===== src/rtl/fifo_write_arbiter_if.sv =====
// Write-side bundle between four requesters, the arbiter and a FIFO write port.
// The arbiter takes the slave view; whoever drives requests and full takes master.
interface fifo_write_arbiter_if #(
    parameter int unsigned WORDSIZE = 8
);
    logic [3:0]            req;
    logic [4*WORDSIZE-1:0] req_data;
    logic                  full;
    logic                  signal_write;
    logic [WORDSIZE-1:0]   write_data;
    logic [3:0]            grant;
    logic [3:0]            ack;

    modport master (
        output req, req_data, full,
        input  signal_write, write_data, grant, ack
    );

    modport slave (
        input  req, req_data, full,
        output signal_write, write_data, grant, ack
    );
endinterface


===== src/rtl/fifo_write_arbiter.sv =====
// Round-robin arbiter that lets four requesters share one FIFO write port.
// An owner keeps the port for at most BURST words; every hand-over passes through IDLE.
module fifo_write_arbiter #(
    parameter int unsigned WORDSIZE = 8,
    parameter int unsigned BURST    = 4
) (
    input logic                  wclk,
    input logic                  rst,
    fifo_write_arbiter_if.slave  bus
);
    localparam int unsigned NREQ  = 4;
    localparam int unsigned IDX_W = 2;
    localparam int unsigned CNT_W = 4;
    localparam logic [CNT_W-1:0] BURST_LAST = CNT_W'(BURST - 1);

    typedef enum logic {IDLE, BUSY} state_t;

    state_t             state_q, state_d;
    logic [NREQ-1:0]    grant_q, grant_d;
    logic [IDX_W-1:0]   last_q,  last_d;
    logic [CNT_W-1:0]   cnt_q,   cnt_d;

    logic [WORDSIZE-1:0] words [NREQ];
    logic                busy;
    logic                owner_req;
    logic                write_c;
    logic [IDX_W-1:0]    pick;
    logic                found;
    logic [IDX_W-1:0]    cand;

    // last_q doubles as the owner index while BUSY, since it is loaded on every grant
    always_comb begin
        for (int unsigned i = 0; i < NREQ; i++) begin
            words[i] = bus.req_data[i*WORDSIZE +: WORDSIZE];
        end
    end

    assign busy      = (state_q == BUSY);
    assign owner_req = bus.req[last_q];
    assign write_c   = busy & owner_req & ~bus.full;

    assign bus.signal_write = write_c;
    assign bus.write_data   = busy ? words[last_q] : '0;
    assign bus.ack          = write_c ? (4'b0001 << last_q) : 4'b0000;
    assign bus.grant        = grant_q;

    // Round-robin search starting just after the most recent grant
    always_comb begin
        pick  = last_q;
        found = 1'b0;
        cand  = '0;
        for (int unsigned k = 1; k <= NREQ; k++) begin
            cand = IDX_W'(last_q + IDX_W'(k));
            if (!found && bus.req[cand]) begin
                pick  = cand;
                found = 1'b1;
            end
        end
    end

    always_comb begin
        state_d = state_q;
        grant_d = grant_q;
        last_d  = last_q;
        cnt_d   = cnt_q;
        case (state_q)
            IDLE: begin
                if (found) begin
                    state_d = BUSY;
                    grant_d = 4'b0001 << pick;
                    last_d  = pick;
                    cnt_d   = '0;
                end
            end
            BUSY: begin
                if (!owner_req) begin
                    state_d = IDLE;
                    grant_d = '0;
                    cnt_d   = '0;
                end else if (!bus.full) begin
                    if (cnt_q == BURST_LAST) begin
                        state_d = IDLE;
                        grant_d = '0;
                        cnt_d   = '0;
                    end else begin
                        cnt_d = cnt_q + CNT_W'(1);
                    end
                end
            end
            default: begin
                state_d = IDLE;
                grant_d = '0;
                cnt_d   = '0;
            end
        endcase
    end

    always_ff @(posedge wclk or posedge rst) begin
        if (rst) begin
            state_q <= IDLE;
            grant_q <= '0;
            last_q  <= IDX_W'(NREQ - 1);
            cnt_q   <= '0;
        end else begin
            state_q <= state_d;
            grant_q <= grant_d;
            last_q  <= last_d;
            cnt_q   <= cnt_d;
        end
    end
endmodule


===== src/flat_wrapper.sv =====
// flat-port wrapper written by rule: the top's interface ports become plain ports
module fifo_write_arbiter_flat 
#(
    parameter int unsigned WORDSIZE = 8,
    parameter int unsigned BURST    = 4
)
  (wclk, rst, bus_req, bus_req_data, bus_full, bus_signal_write, bus_write_data, bus_grant, bus_ack);
  fifo_write_arbiter_if #(.WORDSIZE(WORDSIZE)) bus_i ();
  input logic wclk;
  input logic rst;
  input wire logic [$bits(bus_i.req)-1:0] bus_req;
  input wire logic [$bits(bus_i.req_data)-1:0] bus_req_data;
  input wire logic [$bits(bus_i.full)-1:0] bus_full;
  output wire logic [$bits(bus_i.signal_write)-1:0] bus_signal_write;
  output wire logic [$bits(bus_i.write_data)-1:0] bus_write_data;
  output wire logic [$bits(bus_i.grant)-1:0] bus_grant;
  output wire logic [$bits(bus_i.ack)-1:0] bus_ack;
  assign bus_i.req = bus_req;
  assign bus_i.req_data = bus_req_data;
  assign bus_i.full = bus_full;
  assign bus_signal_write = bus_i.signal_write;
  assign bus_write_data = bus_i.write_data;
  assign bus_grant = bus_i.grant;
  assign bus_ack = bus_i.ack;
  fifo_write_arbiter #(.WORDSIZE(WORDSIZE), .BURST(BURST)) u_core (.wclk(wclk), .rst(rst), .bus(bus_i));
endmodule

===== config.mk =====
export PLATFORM = sky130hd
export DESIGN_NAME = fifo_write_arbiter_flat
export DESIGN_NICKNAME = d
export VERILOG_FILES = /design/src/rtl/fifo_write_arbiter_if.sv /design/src/rtl/fifo_write_arbiter.sv /design/src/flat_wrapper.sv
export SDC_FILE = /design/constraint.sdc
export NUM_CORES = 1
export LEC_CHECK = 0
export CORE_MARGIN = 4
export CORE_UTILIZATION = 39
export DETAILED_ROUTE_END_ITERATION = 12
export MAX_ROUTING_LAYER = met4
export PLACE_DENSITY = 0.85
export SYNTH_ARGS = -nofsm -noshare
export SYNTH_HDL_FRONTEND = slang
export SYNTH_SLANG_ARGS = --single-unit

===== constraint.sdc =====
create_clock -name wclk -period 2.5 [get_ports wclk]
set_input_delay 0.375 -clock wclk [delete_from_list [all_inputs] [get_ports wclk]]
set_output_delay 0.375 -clock wclk [all_outputs]
set_load 0.01 [all_outputs]

# == Word-level counts from Yosys, hierarchy flattened ==
# Cells that the tools add are included.
# classes
shift,2
n_mul,0
n_bitwise,5
n_eq_ne,4
mux,36
div_mod_pow,0
reduce_logical,9
n_lt_le_gt_ge,5
n_addsub,4
# op_table
cell,n
$mux W4,9
$mux W8,3
$bmux W8 S2,1
$pmux W4 S2,2
$lt A2 B3 Y1 const B,4
$mux W1,12
$bmux W1 S2,4
$mux W2,4
$shl A1 B2 Y4 const A,2
$ne A3 B3 Y1 const B,2
$add A2 B2 Y2 const B,2
$add A4 B1 Y4 const B,1
$eq A4 B2 Y1 const B,1
$reduce_and A2 Y1,2
$ge A3 B3 Y1 const B,1
$logic_and A1 B1 Y1,3
$logic_not A1 Y1,3
$not A2 Y3,1
$reduce_and A3 Y1,1
$add A2 B1 Y2 const B,1
$and A1 B1 Y1,2
$ne A2 B1 Y1 const B,1
$not A1 Y1,2
$pmux W1 S2,1
# totals
inputBits,39
latchBits,0
memories,0
output_inout_bits,17
ram_bits,0
rom_bits,0
reg_bits,11

# == Logic depth before layout (Yosys ltp) ==
# Gate-level depths: netlist (run 1).
# depth
ltp_word,16
mapped_depth,9
depth_no_buf,7

# == Least setup slack after synthesis (run 1) ==
# No wires, ideal clock.
# synth_timing
path_type,flip-flop to flip-flop
startpoint,register u_core.last_q[0]
endpoint,"register u_core.grant_q[3], in the netlist u_core.bus.grant[3]"
arrival_ns,2.159
setup_ns,0.125
synth_period_minus_slack_ns,2.284
stages_incl_launch_ff,9
setup_slack_ns,0.216
cell_sequence,dfstp_2 -> buf_6 -> inv_1 -> ha_1 -> buf_1 -> mux4_2 -> nor4b_1 -> a211o_1 -> o21ai_1
# synth_via
elab_chain_cells,16
# synth_lines
item,line_no,rtl
start: declaration,fifo_write_arbiter.sv:20,"logic [IDX_W-1:0] last_q, last_d;"
start signal: assignment,fifo_write_arbiter.sv:102,last_q <= IDX_W'(NREQ - 1);
start signal: assignment,fifo_write_arbiter.sv:107,last_q <= last_d;
$add A2 B1 Y2,fifo_write_arbiter.sv:53,cand = IDX_W'(last_q + IDX_W'(k));
$bmux W1 S2,fifo_write_arbiter.sv:54,if (!found && bus.req[cand]) begin
$mux W1 (not written as such),fifo_write_arbiter.sv:54,
$mux W1,fifo_write_arbiter.sv:54,
$logic_not A1 Y1,fifo_write_arbiter.sv:54,
$logic_and A1 B1 Y1,fifo_write_arbiter.sv:54,
$mux W1,fifo_write_arbiter.sv:54,
$logic_not A1 Y1,fifo_write_arbiter.sv:54,
$logic_and A1 B1 Y1,fifo_write_arbiter.sv:54,
$mux W1,fifo_write_arbiter.sv:54,
$logic_not A1 Y1,fifo_write_arbiter.sv:54,
$logic_and A1 B1 Y1,fifo_write_arbiter.sv:54,
$mux W2,fifo_write_arbiter.sv:54,
$shl A1 B2 Y4,fifo_write_arbiter.sv:70,grant_d = 4'b0001 << pick;
$mux W4,fifo_write_arbiter.sv:68,if (found) begin
$pmux W4 S2,fifo_write_arbiter.sv:66,case (state_q)
end signal: assignment,fifo_write_arbiter.sv:106,grant_q <= grant_d;
end: declaration,fifo_write_arbiter.sv:19,"logic [NREQ-1:0] grant_q, grant_d;"
# Several ways; a longest one is shown, not always the timed one. The select of a mux whose other input is x is not followed.
# A chain may end at the register's enable or synchronous reset.

# == Final worst setup path (run 1) ==
# layout_timing
startpoint,register u_core.last_q[0]
endpoint,output bus_ack[0]
# layout_via
elab_chain_cells,5
# layout_lines
item,line_no,rtl
$bmux W1 S2,fifo_write_arbiter.sv:39,assign owner_req = bus.req[last_q];
$mux W1 (not written as such),fifo_write_arbiter.sv:39,
$and A1 B1 Y1 (2 in series),fifo_write_arbiter.sv:40,assign write_c = busy & owner_req & ~bus.full;
$mux W4 (*),fifo_write_arbiter.sv:44,assign bus.ack = write_c ? (4'b0001 << last_q) : 4'b0000;
end: declaration,flat_wrapper.sv:17,output wire logic [$bits(bus_i.ack)-1:0] bus_ack;
# Every way passes the cells marked *; elsewhere a longest branch is shown, timed or not. The select of a mux whose other input is x is not followed.

==> results list, run 1 <==
* Number of clock sinks: 11
- A synthesized cell averages 10.0 um^2.
- Number of nets in the synthesized netlist: 151
- The floorplan has 18 rows.
- Entering global routing, the biggest net connects 15 pins.
* Number of CTS-inserted buffers: 3
- For the worst setup path, the data required time is 2.12 ns.
- Total of fill cells in the finished design: 197
* Power per standard cell area: 978 nW/um^2
- Summing all non-filler instances in the final layout gives an area of 1760 um^2.
* Routed via count: 1,142
- Register cell area after layout: 278 um^2
- In the synthesized netlist the dominant register cell turns out to be dfrtp_1.
* Instance count on the critical path: 5
* Boundary pin count: 56
- Largest delay contributor family on the critical path: flip-flops
* Top cell type by total area after synthesis: dfrtp_1
* Setup clock skew after layout: 0.00770 ns
* Area of combinational cells with multiple inputs: 757 um^2
* Critical Path End Type: primary output
- After synthesis, the cell types taking the most area are dfrtp_1 21%, mux4_2 21%, and2_1 7.6%.
- The worst path uses 95.7% of the clock period.
- Total cell area at the placement stage: 1740 um^2
- For this design the static power due to leakage is 0.794 nW.
- At the end of routability-driven placement, the weighted congestion stood at 0.859.
* Critical-path cell list: mux4_2, nand2_2, nor2_2, and2_1, dlygate4sd2_1
- Synthesis inferred 11 register bits.
- DRC violation count after routing: 0
* Synth cell types: 33
- DRC marker count from the first detailed-route iteration: 65
* Worst-path maximum fanout: 6
- Crit Reg-Reg Startpoint: u_core.last_q[0]$_DFFE_PP1P_
- Worst slew slack as a fraction of its limit: 66.6%
- Die outline area: 3660 um^2
- The number of global-route vias before repair came to 1,150.
- Share of the yosys chip area belonging to registers: 25.9%
- Derived from the worst setup path, the maximum achievable clock frequency is 418 MHz.
- The final-report hold violation count came to 0.
- Maximum number of buffers from clock root to sink: 2
- Overall fraction of global-route tracks in use: 18.8%
* Initial antenna violation count: 0
- The clock reaches the later pin of the worst-skew pair after 0.27 ns.
* Post-detailed-route count of antenna-violating nets: 0
- The max-slew violation total from the final report is 0.
- The die is 60.5 um tall.
- The repair_antennas step left the layout with diodes totalling 0.
* TritonCTS clock tree: done
- For this run the aggregate overflow at the end of global routing stands at 0.
- Asr flop ratio synth: 100%
- Post-Synthesis Cell Area: 1070 um^2
- Clock-pin slew was measured on the worst setup and hold paths at 0.07 ns.
* Core area: 2540 um^2
* IO buf count: 55
* Area fraction of the dominant cell type after synthesis: 21.0%
- Root cell of the clock tree: clkbuf_4
* Hold Path Class: in2async
- Yosys mapped a number of flops with a built-in enable equal to 0.
- For this block, the routed nets add up to 3390 um of wire.
* Post-route worst hold slack: 0.391 ns
- First-pass GRT wire length: 5080 um
- VDD sags by at most 613 uV.
* Area Growth Syn to Fin: 64.2%
* Count of warnings emitted by yosys: 0
- In this run, post-CTS hold repair placed 0 buffers.
- Dividing the detail-routed via count by the number of cells gives 5.63.
- CTS H-tree lvls: 1
* Gate Count Post-Synth: 107
* Most numerous cell types in the synthesized netlist: 13 x and2_1, 10 x mux4_2, 9 x dfrtp_1, 8 x nand2_1, 8 x nor2_1
* Starting utilization of the core area: 42.2%
- The wire-length estimate of the detail-placed layout is 2860 um.
- The worst setup path is launched from a register.
- Worst Reg2Reg Path Length in Cells: 8
- Total power for the finished layout comes to 1.72 mW.
- Number of maximum-capacitance constraint violations: 0
- The largest single stage delay on the critical path is 0.59 ns.
- Combined buffer and inverter count along the critical path: 1
* Setup repair after global routing missed its margin: false
- Nets@finish: 218
- In the post-synthesis netlist, the cell with the most instances is and2_1.
- WL per Instance: 16.7 um
* Finish-stage setup viols: 0
- Slew at the pin closest to its max-slew limit: 0.496 ns
- Run status: completed
- Worst setup path category: reg2out
- Pre-antenna DRT Iters: 4
* Min Tclk post-route: 2.39 ns
- The critical path starts at u_core.last_q[0]$_DFFE_PP1P_.
- Cell with the largest stage delay on the worst path: dfstp_2
* Critical path arrival: 2.02 ns
- The die is 60.5 um wide.
* Fraction of layout instances using a drive strength above 1: 20.2%
==> kinds of logic after synthesis <==
kind of cell             after synthesis  synth area share [%]
AO/OA/AOI/OAI                         23                  14.9
adder cells (fa/ha/maj)                5                  5.83
buffers and inverters                 11                  4.66
flip-flops                            11                  25.9
multiplexers                          19                  29.6
AND/OR/NAND/NOR                       38                  19.1
==> per-stage QoR <==
stage / utilization [%] / setup TNS [ns] / instances / worst slack [ns]
2_1_floorplan: - / 0 / 107 / 0.216
5_1_grt: 69.3 / 0 / 203 / 0.0126
6_report: 69.3 / 0 / 203 / 0.108
3_3_place_gp: 68.2 / 0 / 199 / 0.00528
3_5_place_dp: 68.2 / -0.192 / 199 / -0.0636
4_1_cts: 68.7 / 0 / 203 / 0.0114
==> routing by layer <==
metal,vias to the layer above,wire length (um),track usage [%]
met1,565,1240,21.4
met5,-,0,-
met3,4,133,3.83
li1,534,-,-
met4,0,33,4.95
met2,39,1980,33.6
==> final timing paths <==
check	endpoint	slack [ns]
min in group wclk	u_core.bus.grant[0]$_DFFE_PP0P_	0.49
max in group asynchronous	u_core.last_q[0]$_DFFE_PP1P_	1.78
worst max register to register	u_core.last_q[1]$_DFFE_PP1P_	0.16
worst min register to register	u_core.bus.grant[0]$_DFFE_PP0P_	0.49
worst max-delay path	bus_ack[0]	0.11
worst min-delay path	u_core.busy$_DFF_PP0_	0.39
==> final cells by class <==
class	instances	share of cell area (%)
Sequential cell	11	15.8
Clock inverter	1	0.284
Timing Repair Buffer	67	36.3
Inverter	6	1.28
Tap cell	30	2.13
Clock buffer	3	1.28
Multi-Input combinational cell	85	42.9
==> worst register-to-register path: stages, from the launching register on <==
cell,delay (ns)
dfstp_2,0.59
buf_12,0.16
inv_1,0.06
ha_1,0.37
mux2i_1,0.18
mux2i_1,0.23
and3b_1,0.23
a211o_1,0.30
mux2i_1,0.16
==> sequential cells by signal, summed over array words and instances, names as in the netlist <==
signal	cells
u_core.bus.grant	4
u_core.busy	1
u_core.last_q	2
u_core.cnt_q	4
==> where the power goes <==
group / switching [mW] / leakage [nW] / total [mW] / internal [mW]
clock: 0.0617 / 0.0177 / 0.121 / 0.0593
combinational: 0.590 / 0.636 / 1.28 / 0.687
sequential: 0.0834 / 0.141 / 0.327 / 0.243
total: 0.735 / 0.794 / 1.72 / 0.989
==> cells in the final DEF (no fill, tap or decap), types with 2 or more instances in the layout <==
| cell | count |
|---|---|
| nand2_1 | 7 |
| mux2_2 | 2 |
| inv_1 | 6 |
| clkbuf_4 | 3 |
| nand4_1 | 2 |
| o21ai_0 | 6 |
| nor2_1 | 7 |
| mux2i_1 | 7 |
| o31ai_1 | 2 |
| a22o_1 | 2 |
| clkdlybuf4s50_1 | 42 |
| dlygate4sd2_1 | 12 |
| dfstp_2 | 2 |
| a32oi_1 | 2 |
| and2_1 | 13 |
| o21bai_1 | 2 |
| nor2b_1 | 3 |
| mux4_2 | 10 |
| buf_4 | 11 |
| ha_1 | 5 |
| dfrtp_1 | 9 |
| o21ai_1 | 2 |
==> repair_timing <==
item / in CTS / in global routing
resized for setup: 12 / 4
endpoints found under the setup margin: 12 / 6
buffers inserted: 0 / 0
endpoints found under the hold margin: 0 / 0
(Power assumes the default switching activity.)
==> run 2: changes to the inputs <==
CORE_UTILIZATION = 44   (was 39)
CTS_BUF_LIST = sky130_fd_sc_hd__clkbuf_8   (was default)
PLACE_DENSITY = 0.94   (was 0.85)
clock period = 3.1 ns   (was 2.5 ns; I/O delays follow)
==> results list, run 2 (synthesis results as in run 1) <==
- Routed via count: 1,062 (-7.0%)
- Number of clock sinks: 11 (unchanged)
- The startpoint identified for the worst register-to-register timing path is u_core.last_q[0]$_DFFE_PP1P_.
- WL per Instance: 15.7 um (-5.7%)
* Area of combinational cells with multiple inputs: 746 um^2 (-1.5%)
- The endpoint identified for the worst register-to-register timing path is u_core.bus.grant[3]$_DFFE_PP0P_.
- The critical path goes through clkdlybuf4s50_1, mux4_2, nand2_1, nor2_1, and2_1, clkdlybuf4s50_1.
- The worst setup path is captured at a primary output.
- Setup repair after global routing left no endpoint under its margin.
* Area Growth Syn to Fin: 57.7%
* Boundary pin count: 56 (unchanged)
- The transition time at the pin with the least slew margin was 0.518 ns (+0.0222 ns).
* Number of placement rows: 17 (-1)
* Fraction of layout instances using a drive strength above 1: 13.5% (-6.7 points)
- Die outline area: 3290 um^2 (-9.9%)
- The critical path starts at bus_req[1].
- Number of cells on the worst hold path: 2
- Pre-antenna DRT Iters: 4 (unchanged)
- The total clock buffers created by CTS is 3 (unchanged).
- The number of max-capacitance violations reported came to 0 (unchanged).
- Post-DP HPWL: 2570 um (-10%)
- The buffer levels on the longest clock path was 2 (unchanged).
* CTS H-tree lvls: 1 (unchanged)
* Global routing usage on met3: 5.43% (+1.6 points)
- Worst Reg2Reg Path Length in Cells: 6 (-2)
- The number of nets with antenna violations after detailed routing came to 0 (unchanged).
- In this run the worst setup path terminates at bus_ack[0].
* Nets@finish: 208 (-4.6%)
- The total power per unit cell area came to 814 nW/um^2 (-17%).
- The overall fraction of global-route tracks in use was 19.7% (+0.90 points).
- The final RePlAce weighted congestion came to 0.869 (+1.2%).
- Root cell of the clock tree: clkbuf_8
- The maximum cell stage delay along the critical path was 0.58 ns (about the same).
- Worst supply voltage drop on vdd: 645 uV (+5.2%)
- Achievable frequency: 339 MHz
- The leakage dissipation was 0.693 nW (-13%).
- The kind of cell with the highest combined delay along the critical path is buffers and inverters.
* Most common library cell in the layout ignoring fill and taps: clkdlybuf4s50_1
* DRC marker count from the first detailed-route iteration: 27 (-58%)
- Register cell area after layout: 278 um^2 (unchanged)
- Clock latency on the worst-skew pair: 0.24 ns (-0.03 ns)
- The detail-routed via count per cell came to 5.56 (-1.2%).
- Number of global-route vias before repair: 1,111 (-3.4%)
* Starting utilization of the core area: 47.2% (+5.0 points)
- Top library cells by usage in the layout, fill and taps aside: 55 x clkdlybuf4s50_1, 13 x and2_1, 10 x mux4_2
- Worst setup path category: in2out
* Finish-stage setup viols: 0 (unchanged)
* Hold Path Class: reg2reg
- Core area: 2280 um^2 (-11%)
- First-pass GRT wire length: 5020 um (-1.1%)
* CP dominant cell by count: clkdlybuf4s50_1
* Max-slew violation count: 0 (unchanged)
* Met2 usage: 35.5% (+1.8 points)
* R2r setup slk: 0.51 ns (+0.35 ns)
* Total of fill cells in the finished design: 166 (-16%)
- The overall die height was 57.4 um (-5.1%).
- Counting I/O delays and the setup requirement, the final critical path takes 2.95 ns.
- The final-report hold violation count was 0 (unchanged).
- Setup Total Neg Slack: 0 ns (unchanged)
- The floorplan die width came to 57.4 um (-5.1%).
* GR Util met1: 22.4% (+0.99 points)
- The post-detailed-route DRC marker count came to 0 (unchanged).
- The worst relative slew slack came to 65.2% (-1.5 points).
- Run status: completed
* Ant. Diodes: 0 (unchanged)
- Clock-pin slew of the registers on the worst-case setup and hold paths: 0.05 ns (-0.02 ns)
- Maximum number of pins on one net before global-route repair: 17 (+2)
- The required time reported for the critical path endpoint came to 2.63 ns (+0.51 ns).
- Instance count on the critical path: 6 (+1)
* Combined buffer and inverter count along the critical path: 2 (+1)
- Startpoint kind of the worst setup timing path: input port
* IO buf count: 55 (unchanged)
- In the finished design, the share of the clock period the worst path needs comes to 95.1%.
- The total power is 1.38 mW (-20%).
- The slowest stage of the critical path belongs to the cell clkdlybuf4s50_1.
- Setup Fix Bufs, Post-CTS: 0 (unchanged)
- TritonCTS built the clock tree.
- Worst-path maximum fanout: 7 (+1)
- The startpoint identified for the worst hold timing path is u_core.bus.grant[1]$_DFFE_PP0P_.
- Critical path arrival: 2.48 ns (+0.46 ns)
* Setup clock skew after layout: 0.00195 ns (-0.00575 ns)
- Most used routing layer in global routing: met2
- The number of hold buffers added after cts is 0 (unchanged).
- Initial antenna violation count: 0 (unchanged)
- The count of instances resized after the clock tree is built is 0 (-12).
- Drt total wl: 3000 um (-11%)
* Aggregate global routing overflow: 0 (unchanged)
-- run 2: cell types whose count changed in the layout (fill, tap and decap cells not counted), sizes merged --
cell and change:
buf -10, clkdlybuf4s50 +13, dlygate4sd2 -12, dlymetal6s2s -1
-- run 2: tightest hold or removal path: stages, from the launching register on --
cell and delay, ns:
dfrtp_1 0.34, nand2_1 0.05, o21ai_0 0.06
-- run 2: worst min-delay path by stage --
stage / end / slack (ns)
final: u_core.bus.grant[1]$_DFFE_PP0P_ / 0.50
after global routing: u_core.bus.grant[2]$_DFFE_PP0P_ / 0.52
after CTS: u_core.bus.grant[1]$_DFFE_PP0P_ / 0.50
after detailed placement: u_core.bus.grant[1]$_DFFE_PP0P_ / 0.49
after global placement: u_core.bus.grant[0]$_DFFE_PP0P_ / 0.47
after floorplan: u_core.bus.grant[0]$_DFFE_PP0P_ / 0.32
-- run 2: per-stage QoR --
stage / setup slack, ns / cells / area [um^2] / utilization, % / hold slack, ns
after floorplan: 0.816 / 107 / 1070 / - / 0.316
after global placement: 0.264 / 187 / 1650 / 72.3 / 0.466
after detailed placement: 0.160 / 187 / 1650 / 72.3 / 0.485
after CTS: 0.161 / 191 / 1690 / 74.4 / 0.497
after global routing: 0.0153 / 191 / 1690 / 74.4 / 0.523
final: 0.151 / 191 / 1690 / 74.4 / 0.498
-- run 2: final cells by class --
type / count / area share [%]
Tap cell: 28 / 2.07
Inverter: 6 / 1.33
Clock inverter: 1 / 0.296
Timing Repair Buffer: 57 / 33.4
Multi-Input combinational cell: 85 / 44.1
Clock buffer: 3 / 2.44
Sequential cell: 11 / 16.4
-- run 2: metal layers --
metal,routed length (um),up-vias
li1,-,512
met1,1180,507
met2,1660,39
met3,155,4
met4,10,0
met5,0,-
-- run 2: where the power goes --
part / internal (mW) / switching (mW)
sequential: 0.198 / 0.106
clock: 0.0888 / 0.0607
combinational: 0.529 / 0.397
==> run 3: changes to the inputs <==
CTS_CLUSTER_DIAMETER = 40   (was default)
==> results of run 3 <==
The final DEF is identical to that of run 2; final timing and power are the same.
